### config.mk
export PLATFORM = sky130hd
export DESIGN_NAME = mul_seq
export DESIGN_NICKNAME = d
export VERILOG_FILES = /design/src/rtl/mul_seq.sv
export SDC_FILE = /design/constraint.sdc
export NUM_CORES = 1
export LEC_CHECK = 0
export ABC_AREA = 1
export CAP_MARGIN = 20
export CORE_MARGIN = 3
export CORE_UTILIZATION = 60
export DETAILED_ROUTE_END_ITERATION = 16
export GPL_TIMING_DRIVEN = 0
export PLACE_DENSITY = 0.95
export SYNTH_ARGS = -nofsm -noshare
export SYNTH_HDL_FRONTEND = slang
export SYNTH_SLANG_ARGS = --single-unit
### constraint.sdc
create_clock -name clk -period 3.7 [get_ports clk]
set_clock_uncertainty 0.05 [all_clocks]
set_input_delay 1.11 -clock clk [delete_from_list [all_inputs] [get_ports clk]]
set_output_delay 1.11 -clock clk [all_outputs]
set_load 0.01 [all_outputs]
### src/rtl/mul_seq.sv
// Iterative shift-add multiplier for the core's MUL instruction: one partial product per cycle,
// stalls the PC while running and presents the low WIDTH product bits in a single done cycle.
module mul_seq #(
  parameter int unsigned WIDTH = 32
) (
  input  logic             clk,
  input  logic             rst,
  input  logic             start,
  input  logic [WIDTH-1:0] op_a,
  input  logic [WIDTH-1:0] op_b,
  output logic             stall,
  output logic             busy,
  output logic             done,
  output logic [WIDTH-1:0] result
);

  localparam int unsigned CntW = $clog2(WIDTH);
  localparam logic [CntW-1:0] CntLast = CntW'(WIDTH - 1);

  typedef enum logic [1:0] {StIdle, StRun, StDone} state_e;

  state_e           state_q, state_d;
  logic [WIDTH-1:0] mcand_q, mcand_d;
  logic [WIDTH-1:0] mplier_q, mplier_d;
  logic [WIDTH-1:0] acc_q, acc_d;
  logic [CntW-1:0]  cnt_q, cnt_d;
  logic [WIDTH-1:0] result_q, result_d;
  logic             busy_q, done_q;

  always_comb begin
    state_d  = state_q;
    mcand_d  = mcand_q;
    mplier_d = mplier_q;
    acc_d    = acc_q;
    cnt_d    = cnt_q;
    result_d = result_q;
    case (state_q)
      StIdle: begin
        if (start) begin
          mcand_d  = op_a;
          mplier_d = op_b;
          acc_d    = '0;
          cnt_d    = '0;
          state_d  = StRun;
        end
      end
      StRun: begin
        acc_d    = acc_q + (mplier_q[0] ? mcand_q : '0);
        mcand_d  = mcand_q << 1;
        mplier_d = mplier_q >> 1;
        cnt_d    = cnt_q + CntW'(1);
        if (cnt_q == CntLast) begin
          result_d = acc_d;
          state_d  = StDone;
        end
      end
      // start is still held by the retiring MUL here, so it must not be re-accepted.
      StDone:  state_d = StIdle;
      default: state_d = StIdle;
    endcase
  end

  always_ff @(posedge clk) begin
    if (rst) begin
      state_q  <= StIdle;
      mcand_q  <= '0;
      mplier_q <= '0;
      acc_q    <= '0;
      cnt_q    <= '0;
      result_q <= '0;
      busy_q   <= 1'b0;
      done_q   <= 1'b0;
    end else begin
      state_q  <= state_d;
      mcand_q  <= mcand_d;
      mplier_q <= mplier_d;
      acc_q    <= acc_d;
      cnt_q    <= cnt_d;
      result_q <= result_d;
      busy_q   <= (state_d == StRun);
      done_q   <= (state_d == StDone);
    end
  end

  assign stall  = ((state_q == StIdle) && start && !rst) || (state_q == StRun);
  assign busy   = busy_q;
  assign done   = done_q;
  assign result = result_q;

endmodule

-- After elaboration in Yosys (flattened, before gate mapping)
Cells that the tools add are included.
W data, S select, Z words.
- register bits after elaboration: 137
- word-level logic and storage cells: 35
- add/sub/neg operators: 2
- equal/unequal tests: 5
- multiplexer cells: 12
- reduce and logical (&&, ||, !) cells: 8
- operators by type and width (operator ; number):
    $pmux W32 S2 ; 3
    $mux W32 ; 4
    $add A32 B32 Y32 ; 1
    $pmux W5 S2 ; 1
    $add A5 B1 Y5 const B ; 1
    $eq A5 B5 Y1 const B ; 1
    $mux W5 ; 1
    $eq A2 B1 Y1 const B ; 2
    $mux W2 ; 2
    $pmux W2 S2 ; 1
    $reduce_and A2 Y1 ; 2
    $eq A2 B2 Y1 const B ; 1
    $logic_and A1 B1 Y1 ; 2
    $logic_not A2 Y1 ; 1
    $ne A2 B2 Y1 const B ; 1
    $reduce_bool A2 Y1 ; 1
    $logic_not A1 Y1 ; 1
    $logic_or A1 B1 Y1 ; 1

-- Logic depth before layout (Yosys ltp)
Gate-level depths: netlist of the first run.
- depth after elaboration: 4
- gate-level depth with buffers: 18

-- Worst setup path before layout of the first run
Ideal clock, no wire load.
- path type: input-to-output
- start: input port rst
- end: output port stall
- data arrival time: 1.753 ns
- required time: 2.540 ns
- setup slack: 0.787 ns
- stages on the path: 3
- buffers on the path: 2
- cells stage by stage: clkbuf_1 > clkbuf_1 > o21ai_0
- word-level cells in the longest chain between the ends: 3
- ends and longest elaborated chain (item ; line ; RTL):
    from (decl) ; 7 ; input logic rst,
    $logic_not A1 Y1 ; 85 ; assign stall = ((state_q == StIdle) && start && !rst) || (state_q == StRun);
    $logic_and A1 B1 Y1 ; 85 ;
    $logic_or A1 B1 Y1 ; 85 ;
    to (decl) ; 11 ; output logic stall,
Every way passes these cells.

-- Final worst setup path of the first run
- start: input port start
- end: output port stall
- word-level cells in the longest chain between the ends: 3
- ends and longest elaborated chain (item ; line ; RTL):
    from (decl) ; 8 ; input logic start,
    $logic_and A1 B1 Y1 (2 in series) ; 85 ;
    $logic_or A1 B1 Y1 ; 85 ;
Every way passes these cells.

==> results.md, run 1 <==
- WHS: 414 ps
- Site Rows: 41
- WP buf/inv: 2
- CP max FO: 3
- Chip width: 122 µm
- Max Fclk: 304 MHz
- Synthesis-stage register bit count: 137
- Grt ovf: 0
- Starting DRC count in detailed routing: 951
- Power per Cell Area: 373 mW/mm²
- Final wirelength: 24900 µm
- Clock Latency Late Sink: 430 ps
- Placed cell count: 1571
- Netlist cell types: 38
- Antenna cells: 0
- Tmin final: 3290 ps
- Drt drc: 0
- DIE HEIGHT: 122 µm
- Unrepaired setup endpoints after global routing: false
- Global-route wire length before repair: 39200 µm
- Worst slew margin: 0.438
- Vias: 8727
- Outcome: finished clean
- First-pass detailed-route iteration total: 6
- Worst path cell trace: clkdlybuf4s50_1, nand3_1, o21ai_1, dlymetal6s2s_1
- WL/cell: 15.5 µm
- Syn Inst Count: 1299
- DP HPWL: 18200 µm
- Initial Util: 0.624
- Max incr delay on CP: 470 ps
- Syn avg cell area: 6.18 µm²
- Cts bufs inserted: 17
- Cell Area, Synth: 0.00803 mm²
- Vias in the first global route: 8154
- Total power: 3.67 mW
- Worst-path clk slew: 60 ps
- Final hold violation count: 0
- LEAKAGE: 5.15 nW
- Vias per std cell: 5.45
- Arrival time at the worst endpoint: 2130 ps
- Tot GR Track Use: 0.339
- Io pins: 102
- Period utilization: 0.890
- Root Driver: clkbuf_16
- Fill cells: 968
- Sequential fraction of the synthesis area: 0.341
- Worst setup SP type: input pin
- # port buffers: 100
- Worst EP required: 2540 ps
- Final Max Slew Viols: 0
- Max cap viols: 0
- Critical path's slowest cell: clkdlybuf4s50_1
- # nets final: 1519
- GP Congestion: 1.00
- CTS tree: yes
- Setup TNS: 0 ps
- Initial antenna violation count: 0
- Detail Route Antenna Nets: 0
- Total core area: 0.0129 mm²
- Finished Cell Area: 0.00982 mm²
- Synth Warn #: 0
- Share of cells above drive strength 1: 0.0651
- Finished Layout Cells: 1601
- Largest delay contributor family on the critical path: buffers and inverters
- Hold Crit Class: register to register
- Largest net degree at the start of global routing: 17
- Die footprint: 0.0148 mm²
- Worst VDD drop: 375 µV
- Placement Cell Area: 0.00925 mm²
- Worst Tran Pin Value: 843 ps
- Sinks on Clock Net: 137
- CP endpoint kind: output pin
- Setup violators final: 0
- H-tree levels: 4
- WS Path Type: input pin to output pin
- Synth-to-Final Area Change: 22.3%
- Mapped Nets: 1400
- Clock Tree Buf Depth: 2
## tightest hold or removal path: stages, from the launching register on
cell,delay [ps]
dfxtp_1,310
nand2_1,60
a21oi_1,50
## power by group
part | internal (mW) | total, mW | switching (mW) | leakage, nW
registers | 1.53 | 1.57 | 0.0384 | 1.11
logic | 0.159 | 0.406 | 0.247 | 3.76
clock network | 1.04 | 1.69 | 0.654 | 0.275
total | 2.73 | 3.67 | 0.940 | 5.15
## cell type report
| type | count | area (µm²) | share of cell area |
|---|---|---|---|
| Sequential cell | 137 | 2740 | 0.279 |
| Multi-Input combinational cell | 903 | 4270 | 0.434 |
| Clock inverter | 7 | 93.8 | 0.00955 |
| Inverter | 207 | 777 | 0.0791 |
| Tap cell | 172 | 215 | 0.0219 |
| Clock buffer | 23 | 478 | 0.0487 |
| Timing Repair Buffer | 100 | 1000 | 0.102 |
| Buffer | 52 | 246 | 0.0251 |
## synthesized netlist by cell type
cell type / number / area, µm²
a21o_1: 2 / 15.0
a21oi_1: 81 / 405
a221oi_1: 1 / 8.76
a22oi_1: 30 / 225
a31o_2: 1 / 8.76
a31oi_1: 22 / 138
and2_1: 1 / 6.26
buf_1: 3 / 11.3
buf_2: 22 / 110
buf_4: 4 / 30.0
buf_6: 1 / 11.3
clkbuf_1: 22 / 82.6
dfxtp_1: 137 / 2740
fa_1: 1 / 20.0
ha_1: 33 / 413
inv_1: 201 / 754
inv_2: 6 / 22.5
nand2_1: 546 / 2050
nand2_2: 11 / 68.8
nand3_1: 61 / 305
nand3_2: 4 / 40.0
nand3b_1: 5 / 37.5
nand4_1: 2 / 12.5
nor2_1: 62 / 233
nor2_2: 6 / 37.5
nor2_4: 1 / 11.3
nor3_1: 3 / 15.0
nor3_2: 1 / 10.0
o211ai_1: 2 / 15.0
o21a_1: 1 / 7.51
o21ai_0: 8 / 40.0
o21ai_1: 2 / 10.0
o21bai_1: 1 / 7.51
o21bai_2: 1 / 11.3
or2_2: 6 / 37.5
xnor2_1: 1 / 8.76
xor2_1: 6 / 52.6
xor2_2: 1 / 16.3
## state kept, by name, indices dropped and copies added, names as in the netlist
| name | count |
|---|---|
| acc_q | 32 |
| busy | 1 |
| cnt_q | 5 |
| done | 1 |
| mcand_q | 32 |
| mplier_q | 32 |
| result | 32 |
| state_q | 2 |
## final timing paths
check | startpoint | slack [ps] | end | cells past startpoint
setup reg to reg | mplier_q[0] | 700 | result[28] | 17
hold reg to reg | result[10] | 410 | result[10] | 2
hold / removal | result[10] | 410 | result[10] | 2
setup / recovery | start | 410 | stall | 4
## routing by layer
layer	GRT usage	up-vias	part of all wire
met5	0	-	0
li1	-	4248	-
met4	0.165	0	0.052
met2	0.553	512	0.46
met1	0.432	3860	0.39
met3	0.0622	107	0.10
## cell families after synthesis
kind of cell / synth area share
and+or+nand+nor: 0.357
DFF: 0.341
AOI/OAI and AO/OA: 0.111
buffers and inverters: 0.127
xor gates and xnor gates: 0.00966
adders and majority gates: 0.0539
## repair_timing
action                                  4_1_cts  5_1_grt
gates resized for setup                       2        1
buffers inserted                              0        0
hold buffers                                  0        0
endpoints found under the setup margin        1        1
pin swaps                                     0        0
## placed cells by master (no fill, tap or decap), types with 3 or more instances in the layout
cell type | Yosys | final
nand3_1 | 61 | 61
buf_2 | 22 | 22
buf_4 | 4 | 4
clkbuf_1 | 22 | 24
inv_1 | 201 | 201
ha_1 | 33 | 33
dfxtp_1 | 137 | 137
nand2_1 | 546 | 546
nor3_1 | 3 | 3
inv_2 | 6 | 6
o21ai_0 | 8 | 7
o21ai_1 | 2 | 3
buf_1 | 3 | 3
clkbuf_16 | 0 | 17
nand3_2 | 4 | 4
a22oi_1 | 30 | 30
clkbuf_8 | 0 | 3
nand2_2 | 11 | 11
nor2_2 | 6 | 6
or2_2 | 6 | 6
nand3b_1 | 5 | 5
xor2_1 | 6 | 6
a31oi_1 | 22 | 22
a21oi_1 | 81 | 81
nor2_1 | 62 | 62
clkdlybuf4s50_1 | 0 | 99
## stage by stage
stage,utilization,setup slack [ps]
floorplan,-,787
global placement,0.718,-28.6
detailed placement,0.718,-5.26
CTS,0.763,50.4
global route,0.763,368
finish,0.763,405
No activity file was read; power rests on OpenSTA's default activity.
==> run 2: changes to the inputs <==
Settings changed: GPL_ROUTABILITY_DRIVEN set to 0, SKIP_CTS_REPAIR_TIMING set to 1.
==> run 2 against run 1 <==
  * Power grew 2.5%
  * Sequential power is essentially flat
  * Clock power grew 5%
  * Clock-buffer cell count grew 1
  * Combinational power grew 1%
  * Global-route usage grew 2.0 points
  * Final area grew 0.37%
  * Core utilization grew 0.28 points
  * Largest power group unchanged
  * Setup slack lost 35 ps
  * Sequential share of layout area shrank 0.10 points
  * Largest cell class unchanged
  * Highest routed layer unchanged
  * First-iteration DRC count grew 18%
==> results.md, run 2 (synthesis gave the netlist of run 1 again) <==
- Finished Cell Area: 0.00986 mm²
- Finished Layout Cells: 1601
- Vias: 9132
- CP max FO: 3
- Levels on crit path: 4
- Site Rows: 41
- # nets final: 1519
- LEAKAGE: 5.18 nW
- Initial Util: 0.624
- # port buffers: 100
- NetSw: 940 µW
- DIE HEIGHT: 122 µm
- Antenna cells: 0
- Power per Cell Area: 381 mW/mm²
- Worst-path clk slew: 50 ps
- Final Max Slew Viols: 0
- CTS tree: yes
- Most common cell after layout, fill and taps aside: nand2_1
- Setup violators final: 0
- Worst Tran Pin Value: 757 ps
- Total power: 3.76 mW
- Starting DRC count in detailed routing: 1124
- Vias in the first global route: 8841
- First-pass detailed-route iteration total: 6
- Clock Latency Late Sink: 430 ps
- Period utilization: 0.900
- Outcome: finished clean
- Max incr delay on CP: 480 ps
- WL/cell: 16.2 µm
- Worst EP required: 2540 ps
- Vias per std cell: 5.70
- Worst slew margin: 0.495
- CP endpoint kind: output pin
- Drt drc: 0
- Tot GR Track Use: 0.358
- Sinks on Clock Net: 137
- WP buf/inv: 2
- Largest delay contributor family on the critical path: buffers and inverters
- Worst hold path depth: 2
- Switching share of total power: 0.250
- Detail Route Antenna Nets: 0
- Placement Cell Area: 0.00925 mm²
- Max Fclk: 300 MHz
- Global-route wire length before repair: 41800 µm
- Initial antenna violation count: 0
- WS Path Type: input pin to output pin
- Chip width: 122 µm
- Final hold violation count: 0
- Arrival time at the worst endpoint: 2170 ps
- Clock Tree Buf Depth: 2
- Commonest cells after routing, fill and taps aside: 546 x nand2_1, 201 x inv_1, 137 x dfxtp_1, 99 x clkdlybuf4s50_1, 81 x a21oi_1
- Final wirelength: 25900 µm
- H-tree levels: 4
- Worst path cell trace: clkdlybuf4s50_1, nand3_1, o21ai_2, dlymetal6s2s_1
- Tmin final: 3330 ps
- Seq. cell area: 0.00274 mm²
- Final Util: 0.766
- Synth-to-Final Area Change: 22.8%
- Share of cells above drive strength 1: 0.0658
- Worst setup SP type: input pin
- Root Driver: clkbuf_16
- Critical path's slowest cell: clkdlybuf4s50_1
- Io pins: 102
- R2R cell count: 16
- Die footprint: 0.0148 mm²
- Largest net degree at the start of global routing: 17
- Clk network pwr share: 0.472
- Reg power frac: 0.418
- Total core area: 0.0129 mm²
- Unrepaired setup endpoints after global routing: false
- Max cap viols: 0
- Fill cells: 896
- Placed cell count: 1571
- DP HPWL: 18200 µm
- Pint: 2.82 mW
- Comb power frac: 0.110
- Grt ovf: 0
- Cts bufs inserted: 17
- Hold Crit Class: register to register
- Multi-input logic area: 0.00427 mm²
- Worst VDD drop: 331 µV
run 2: cell types whose count changed in the layout (fill, tap and decap cells not counted):
cell,delta
clkinvlp_4,-2
clkinv_2,-1
inv_6,+1
o21ai_2,+1
o21ai_1,-1
clkbuf_8,+1
bufinv_16,+1
run 2: worst paths after layout:
kind | startpoint | end | slack (ps)
max | start | stall | 370
min | result[13] | result[13] | 410
max reg2reg | mplier_q[0] | result[28] | 600
min reg2reg | result[13] | result[13] | 410
run 2: per-layer routing:
metal / global-route usage / wire (µm)
met3: 0.0901 / 3010
met1: 0.422 / 9390
met2: 0.594 / 12000
met4: 0.205 / 1540
met5: 0 / 0
run 2: metrics by stage:
step           setup TNS (ps)  hold WS (ps)  worst slack [ps]
4_1_cts                 -91.8           413             -91.8
6_report                    0           410               370
2_1_floorplan               0           390               787
3_3_place_gp            -20.7           399             -20.7
5_1_grt                     0           433               362
3_5_place_dp            -40.0           405             -40.0
run 2: cell type report:
type	count	share of cell area
multi-input combinational	903	0.433
sequential	137	0.278
timing repair buffer	100	0.102
inverter	207	0.0788
clock buffer	24	0.0499
buffer	52	0.0250
tap	172	0.0218
clock inverter	6	0.0114
run 2: worst min-delay path: cells and delay by family (launching register included):
kind / cells / cell delay, ps
compound gates: 1 / 50
flops: 1 / 300
simple gates: 1 / 60
run 2: power groups by stage:
stage | registers (mW) | logic (mW) | clock network, mW
floorplan | 1.59 | 0.228 | 0
global placement | 1.60 | 0.378 | 0
detailed placement | 1.60 | 0.390 | 0
CTS | 1.57 | 0.398 | 1.76
global route | 1.57 | 0.445 | 1.82
finish | 1.57 | 0.412 | 1.77
==> run 3: changes to the inputs <==
Settings changed: CTS_CLUSTER_SIZE set to 16.
==> results of run 3 <==
Same layout as run 2: the final DEF is identical, and so are final timing and power.
